[src/rtl/gt_link_pkg.sv]
// Shared link definitions: 8b/10b control bytes, fixed link words and framer states.
// Latency: none (constants, types and pure functions only).
// Backpressure: n/a.
//
// Reused by the transmit framer and the future receive deframer/checker so that
// both ends agree on framing words and state names.
package gt_link_pkg;

    // 8b/10b control and data byte values used on the link
    localparam logic [7:0] K28_5 = 8'hBC;   // comma, idle filler
    localparam logic [7:0] K27_7 = 8'hFB;   // start of frame
    localparam logic [7:0] K29_7 = 8'hFD;   // end of frame
    localparam logic [7:0] D16_2 = 8'h50;   // idle padding data byte
    localparam logic [7:0] SOF_PAD = 8'h5A; // SOF padding data byte

    // Complete 32-bit link words; the K character always sits in byte 0
    localparam logic [31:0] IDLE_WORD = {D16_2, D16_2, D16_2, K28_5};
    localparam logic [31:0] SOF_WORD  = {SOF_PAD, SOF_PAD, SOF_PAD, K27_7};
    localparam logic [31:0] EOF_WORD  = {24'h00_0000, K29_7};

    // charisk patterns: K in byte 0 only, or pure data
    localparam logic [3:0] K_LSB  = 4'b0001;
    localparam logic [3:0] K_NONE = 4'b0000;

    typedef enum logic [2:0] {
        IDLE = 3'd0,
        SOF  = 3'd1,
        HDR  = 3'd2,
        DATA = 3'd3,
        CSUM = 3'd4,
        EOF  = 3'd5
    } fr_state_e;

    // One word on the GT user interface together with its K flags
    typedef struct packed {
        logic [3:0]  charisk;
        logic [31:0] data;
    } gt_word_t;

    function automatic gt_word_t mk_word(input logic [3:0] k, input logic [31:0] d);
        gt_word_t w;
        w.charisk = k;
        w.data    = d;
        return w;
    endfunction

    // Header word: sequence number in the upper half, payload length in the lower
    function automatic gt_word_t hdr_word(input logic [15:0] seq, input logic [15:0] len);
        return mk_word(K_NONE, {seq, len});
    endfunction

endpackage

[src/rtl/gt_tx_framer.sv]
// Frames a 32-bit payload stream into SOF/HDR/payload/CSUM/EOF for a GT transmitter, idles between.
// Latency: one gt_clk; the word chosen in a state is registered onto txdata/txcharisk next cycle.
// Backpressure: s_tready only in DATA; none from the GT, so gaps in s_tvalid become in-frame idles.
//
// Ports:
//   gt_clk, gt_rst          GT user clock; asynchronous active-high reset
//   fr_enable               frames may start only while high (an open frame always completes)
//   fr_clear                one-cycle pulse, zeroes sequence number and frame counter
//   s_tdata/s_tvalid/s_tready  upstream payload stream (transfer on s_tvalid & s_tready)
//   txdata/txcharisk        registered word and K flags to the GT
//   fr_busy                 high whenever a frame is in progress
//   fr_count                frames completed (EOF sent), wraps at 16 bits
module gt_tx_framer
    import gt_link_pkg::*;
#(
    parameter int PAYLOAD_LEN = 16,  // 1..256
    parameter int MIN_GAP     = 2    // 1..15
) (
    input  logic        gt_clk,
    input  logic        gt_rst,
    input  logic        fr_enable,
    input  logic        fr_clear,
    input  logic [31:0] s_tdata,
    input  logic        s_tvalid,
    output logic        s_tready,
    output logic [31:0] txdata,
    output logic [3:0]  txcharisk,
    output logic        fr_busy,
    output logic [15:0] fr_count
);

    // Word counter is wide enough to hold 256
    localparam int               WCNT_W  = 9;
    localparam logic [WCNT_W-1:0] LEN_CNT = WCNT_W'(PAYLOAD_LEN);
    localparam logic [15:0]      LEN_HDR = 16'(PAYLOAD_LEN);
    localparam logic [3:0]       GAP_MIN = 4'(MIN_GAP);
    localparam logic [3:0]       GAP_SAT = 4'd15;

    fr_state_e          state_q, state_d;
    logic [3:0]         gap_q, gap_d;
    logic [15:0]        seq_q, seq_d;
    logic [15:0]        frcnt_q, frcnt_d;
    logic [WCNT_W-1:0]  wcnt_q, wcnt_d;
    logic [31:0]        csum_q, csum_d;
    gt_word_t           word_q, word_d;
    logic               take;

    assign s_tready  = (state_q == DATA);
    assign take      = s_tvalid & s_tready;
    assign fr_busy   = (state_q != IDLE);
    assign fr_count  = frcnt_q;
    assign txdata    = word_q.data;
    assign txcharisk = word_q.charisk;

    always_ff @(posedge gt_clk or posedge gt_rst) begin
        if (gt_rst) begin
            state_q <= IDLE;
            gap_q   <= GAP_MIN;     // gap starts satisfied so the first frame is not delayed
            seq_q   <= 16'd0;
            frcnt_q <= 16'd0;
            wcnt_q  <= '0;
            csum_q  <= 32'd0;
            word_q  <= mk_word(K_LSB, IDLE_WORD);
        end else begin
            state_q <= state_d;
            gap_q   <= gap_d;
            seq_q   <= seq_d;
            frcnt_q <= frcnt_d;
            wcnt_q  <= wcnt_d;
            csum_q  <= csum_d;
            word_q  <= word_d;
        end
    end

    always_comb begin
        state_d = state_q;
        gap_d   = gap_q;
        seq_d   = seq_q;
        frcnt_d = frcnt_q;
        wcnt_d  = wcnt_q;
        csum_d  = csum_q;
        word_d  = mk_word(K_LSB, IDLE_WORD);

        case (state_q)
            IDLE: begin
                if (gap_q != GAP_SAT) begin
                    gap_d = gap_q + 4'd1;
                end
                // A frame only opens when a payload word is already waiting, so
                // DATA normally starts without pause fillers.
                if (fr_enable && s_tvalid && (gap_q >= GAP_MIN)) begin
                    state_d = SOF;
                end
            end
            SOF: begin
                word_d  = mk_word(K_LSB, SOF_WORD);
                csum_d  = 32'd0;
                state_d = HDR;
            end
            HDR: begin
                word_d  = hdr_word(seq_q, LEN_HDR);
                wcnt_d  = LEN_CNT;
                state_d = DATA;
            end
            DATA: begin
                // Without a transfer the idle default goes out as an in-frame
                // filler; the far end discards commas inside a frame.
                if (take) begin
                    word_d = mk_word(K_NONE, s_tdata);
                    csum_d = csum_q + s_tdata;
                    wcnt_d = wcnt_q - 1'b1;
                    if (wcnt_q == WCNT_W'(1)) begin
                        state_d = CSUM;
                    end
                end
            end
            CSUM: begin
                word_d  = mk_word(K_NONE, csum_q);
                state_d = EOF;
            end
            EOF: begin
                word_d  = mk_word(K_LSB, EOF_WORD);
                seq_d   = seq_q + 16'd1;
                frcnt_d = frcnt_q + 16'd1;
                gap_d   = 4'd0;
                state_d = IDLE;
            end
            default: begin
                state_d = IDLE;
            end
        endcase

        // Clear overrides the EOF increment; the frame itself is left untouched.
        if (fr_clear) begin
            seq_d   = 16'd0;
            frcnt_d = 16'd0;
        end
    end

endmodule

[config.mk]
export PLATFORM = sky130hd
export DESIGN_NAME = gt_tx_framer
export DESIGN_NICKNAME = d
export VERILOG_FILES = /design/src/rtl/gt_link_pkg.sv /design/src/rtl/gt_tx_framer.sv
export SDC_FILE = /design/constraint.sdc
export NUM_CORES = 1
export LEC_CHECK = 0
export CAP_MARGIN = 20
export CORE_MARGIN = 4
export CORE_UTILIZATION = 60
export CTS_CLUSTER_SIZE = 10
export DETAILED_ROUTE_END_ITERATION = 10
export PLACE_DENSITY_LB_ADDON = 0.25
export RECOVER_POWER = 25
export SLEW_MARGIN = 10
export SYNTH_ARGS = -nofsm -noshare
export SYNTH_HDL_FRONTEND = slang
export SYNTH_SLANG_ARGS = --single-unit
[constraint.sdc]
create_clock -name gt_clk -period 7.2 [get_ports gt_clk]
set_input_delay 1.8 -clock gt_clk [delete_from_list [all_inputs] [get_ports gt_clk]]
set_output_delay 1.8 -clock gt_clk [all_outputs]
set_load 0.03 [all_outputs]
==> metrics.sh <==
NUMBER_OF_ANTENNA_VIOLATIONS_AT_THE_FIRST_CHECK_IN_GLOBAL_ROUTING=0
GRT_OVERFLOW=0
SYNTH_TOP_CELL_AREA_SHARE=0.378
SYNTH-SIMPLE-AREA-SHARE=0.175
SLEW_HEADROOM=-0.962
DRC=0
SYNTH_FA_HA_AREA_FRAC=0.0729
CTS.CLK_SLEW.WORST_PATHS_NS=0.05
REPORT.POWER.TOTAL_W=0.00298
AREA_GROWTH_FROM_SYNTHESIS_TO_LAYOUT_PCT=21.2
FINAL_PERIOD_MINUS_WORST_SETUP_SLACK_NS=4.65
SYNTH_EDF_COUNT=0
TIMING.CRITICAL_PATH.FROM_TYPE='flop'
WORSTPATHREQUIRED_NS=5.40
VIAS=5905
SYNTH_TOP_AREA_CELL='sky130_fd_sc_hd__dfrtp_1'
TRITONCTS='built'
STD_CELL_ROWS=38
POWER.CLOCK.FRACTION=0.253
SWITCHINGPOWER_W=0.00121
IO_BUFFERS=87
CTS.PATH.MAX_BUFFERS=2
NUMCLOCKSINKS=113
GRT_MAX_DEGREE=69
FLOORPLAN.IO_PINS=91
MAX-VDD-IR-DROP_uV=255
FAILED_CHECKS='capacitance limit, slew limit'
MAXCAP_VIOLATIONS=1
POWER.SWITCHING_FRACTION=0.406
END_KIND='output port'
SYNTH_SEQUENTIAL_AREA_RATIO=0.429
TIMING.HOLD.WORST.CLASS='flop to flop'
HTREEDEPTH=4
YS_TOP_CELLS_BY_AREA='sky130_fd_sc_hd__dfrtp_1 38%, sky130_fd_sc_hd__ha_1 7.0%, sky130_fd_sc_hd__dfstp_2 5.2%'
SYNTHARSTFLOPSHARE=1.00
DESIGN.DIE.AREA_UM2=12800
OUTCOME='finished, violations left'
TOTAL_LEAKAGE_POWER_nW=3.51
WHS_NS=0.489
SEQ_POWER_SHARE=0.322
WL_PER_CELL_UM=19.9
SYNTH_COMPOUND_AREA_FRAC=0.187
CTS-BUFFERS-INSERTED=17
AVGVIACOUNTPERCELL=6.30
HEIGHT_OF_THE_DIE_UM=113
WORST-SLEW-PIN-TRANSITION_NS=2.93
CHIPWIDTH_UM=113
CLOCKROOTBUFFER='sky130_fd_sc_hd__clkbuf_8'
MAX_CLOCK_SKEW_NS=0.00407
PLACEABLECOREAREA_UM2=10800
ANTENNA_LEFT=0
YOSYS_WARNINGS=0
POWER_PER_CELL_AREA_nW_PER_UM2=371
N_FILL_CELL=801
INITIAL_CORE_UTILIZATION=0.611
SETUP_VIOL=0
SETUP_TOTAL_NEGATIVE_SLACK_NS=0
SYNTHTOPCELLSBYCOUNT='100 x sky130_fd_sc_hd__dfrtp_1, 62 x sky130_fd_sc_hd__nor2_1, 53 x sky130_fd_sc_hd__o21ai_0'
COUNT_OF_INSERTED_ANTENNA_DIODE_CELLS=0
FMAX_GHz=0.215
DRT-TOTAL-WL_UM=18600
DETAILEDROUTE.FIRSTPASSITERATIONCOUNT=6
SYNTH_AREA_UM2=6620
DP.FINAL_HPWL_UM=12900
INTPOWER_W=0.00177
NUMBER_OF_CELLS_PRODUCED_BY_SYNTHESIS=710
COMB_POWER_SHARE=0.425
POSTSYNTHREGISTERBITS=113
RSZ_0062_RAISED_AFTER_GLOBAL_ROUTING='no'
DRT_ITER0_MARKERS=600
CTS-RESIZED-GATES=0
SYNTHESIS.AREA_PER_INSTANCE_UM2=9.33
REPORT.FINAL.SLEW_VIOL_COUNT=69
SYNTH_CELL_TYPES=66
SYNTHFLOPTYPE='sky130_fd_sc_hd__dfrtp_1'
SYNTH.MUX.AREA_FRACTION=0.00605
CRITICAL_PATH_ARRIVAL_NS=2.85
CLK-INSERTION-DELAY-LATE_NS=0.52
CTS_POST_SETUP_BUFFERS_INSERTED=0
GLOBAL_ROUTE.USAGE.TOTAL=0.297
SYNTH-XOR-AREA-SHARE=0.0833
POSTCTSHOLDBUFS=0
FIN_CRIT_SH=0.646
GP_ROUTABILITY_CONGESTION=0.932
SHARE_OF_LAYOUT_CELLS_ABOVE_DRIVE_STRENGTH_1=0.0677
SYNTH_TOP_FAMILY_BY_AREA='compound AO/OA/AOI/OAI gates'
CRITPATHMAXFANOUT=15
FIRST_GLOBAL_VIAS=5930
GRT_PASS1_WL_UM=30100
HOLD_VIOLATIONS=0
LAYOUT.NETS=860
YOSYSMOSTFREQUENTCELL='sky130_fd_sc_hd__dfrtp_1'
PATH_CLASS='flop to output port'
layout by cell type, fill, tap and decap left out, types with 7 or more instances in the layout:
| cell type | instances |
|---|---|
| sky130_fd_sc_hd__nand3_1 | 48 |
| sky130_fd_sc_hd__clkdlybuf4s50_1 | 84 |
| sky130_fd_sc_hd__dfrtp_1 | 100 |
| sky130_fd_sc_hd__o21ai_0 | 53 |
| sky130_fd_sc_hd__nor3_1 | 13 |
| sky130_fd_sc_hd__clkbuf_16 | 16 |
| sky130_fd_sc_hd__a21o_1 | 12 |
| sky130_fd_sc_hd__o211ai_1 | 8 |
| sky130_fd_sc_hd__a222oi_1 | 8 |
| sky130_fd_sc_hd__dfstp_2 | 13 |
| sky130_fd_sc_hd__a31oi_1 | 9 |
| sky130_fd_sc_hd__clkbuf_1 | 7 |
| sky130_fd_sc_hd__xor2_1 | 38 |
| sky130_fd_sc_hd__or3_1 | 14 |
| sky130_fd_sc_hd__a21oi_1 | 46 |
| sky130_fd_sc_hd__inv_1 | 22 |
| sky130_fd_sc_hd__nand4_1 | 13 |
| sky130_fd_sc_hd__nand2_1 | 49 |
| sky130_fd_sc_hd__nor2_1 | 63 |
| sky130_fd_sc_hd__xnor2_1 | 25 |
| sky130_fd_sc_hd__ha_1 | 37 |
critical path, cell delays in order, from the launching register on:
cell and delay (ns):
sky130_fd_sc_hd__dfrtp_1 0.60, sky130_fd_sc_hd__nor2b_1 0.65, sky130_fd_sc_hd__nand2_1 0.26, sky130_fd_sc_hd__inv_1 0.13, sky130_fd_sc_hd__clkdlybuf4s50_1 0.68
through the flow:
stage          worst slack, ns  instances  instance area (um2)   util
3_5_place_dp              2.52        906                 7510  0.693
2_1_floorplan             2.43        712                 6630      -
5_1_grt                   2.35        938                 8030  0.741
3_3_place_gp              2.59        906                 7510  0.693
6_report                  2.55        938                 8030  0.741
4_1_cts                   2.54        938                 8040  0.741
registers in the layout (all words and copies together) (netlist names):
signal / count
csum_q: 32
txdata: 32
fr_count: 16
seq_q: 16
wcnt_q: 9
gap_q: 4
state_q: 3
txcharisk: 1
path summary, 6_finish.rpt:
kind	startpoint	end	slack, ns	cells past startpoint
hold / removal	csum_q[31]	csum_q[31]	0.49	1
min in group asynchronous	gt_rst	gap_q[3]	2.56	2
max in group asynchronous	gt_rst	csum_q[17]	2.96	3
hold reg to reg	csum_q[31]	csum_q[31]	0.49	1
setup / recovery	state_q[1]	s_tready	2.55	4
setup reg to reg	state_q[0]	fr_count[11]	3.39	7
final cells by class:
| cell class | count | area (um2) | area share |
|---|---|---|---|
| flip-flops and latches | 113 | 2840 | 0.354 |
| clock buffers | 25 | 464 | 0.0578 |
| inverters | 23 | 87.6 | 0.0109 |
| multi-input cells | 537 | 3480 | 0.434 |
| well taps | 140 | 175 | 0.0218 |
| clock inverters | 7 | 62.6 | 0.00779 |
| repair buffers | 93 | 912 | 0.114 |
layer usage:
metal,share of wire,vias up,global-route usage
met2,0.49,269,0.487
met1,0.42,2884,0.395
met5,0,-,0
met4,0.015,0,0.0833
li1,-,2721,-
met3,0.072,31,0.0738
cells by family (layout without fill, tap and decap cells):
family                     Yosys count  after routing
AOI/OAI and AO/OA                  191            191
buffers and inverters               62            148
xor gates and xnor gates            63             63
other                                1              3
DFF                                113            113
adders and majority gates           38             38
muxes                                4              4
and+or+nand+nor                    238            238
power groups by stage:
| stage | Sequential, W | Clock [W] | Combinational (W) |
|---|---|---|---|
| final | 0.000959 | 0.000754 | 0.00126 |
| after global routing | 0.000975 | 0.000793 | 0.00137 |
| after CTS | 0.000954 | 0.000763 | 0.00125 |
| after detailed placement | 0.000960 | 0 | 0.00123 |
| after global placement | 0.000952 | 0 | 0.00120 |
| after floorplan | 0.00103 | 0 | 0.000784 |
No activity file was read; power rests on OpenSTA's default activity.
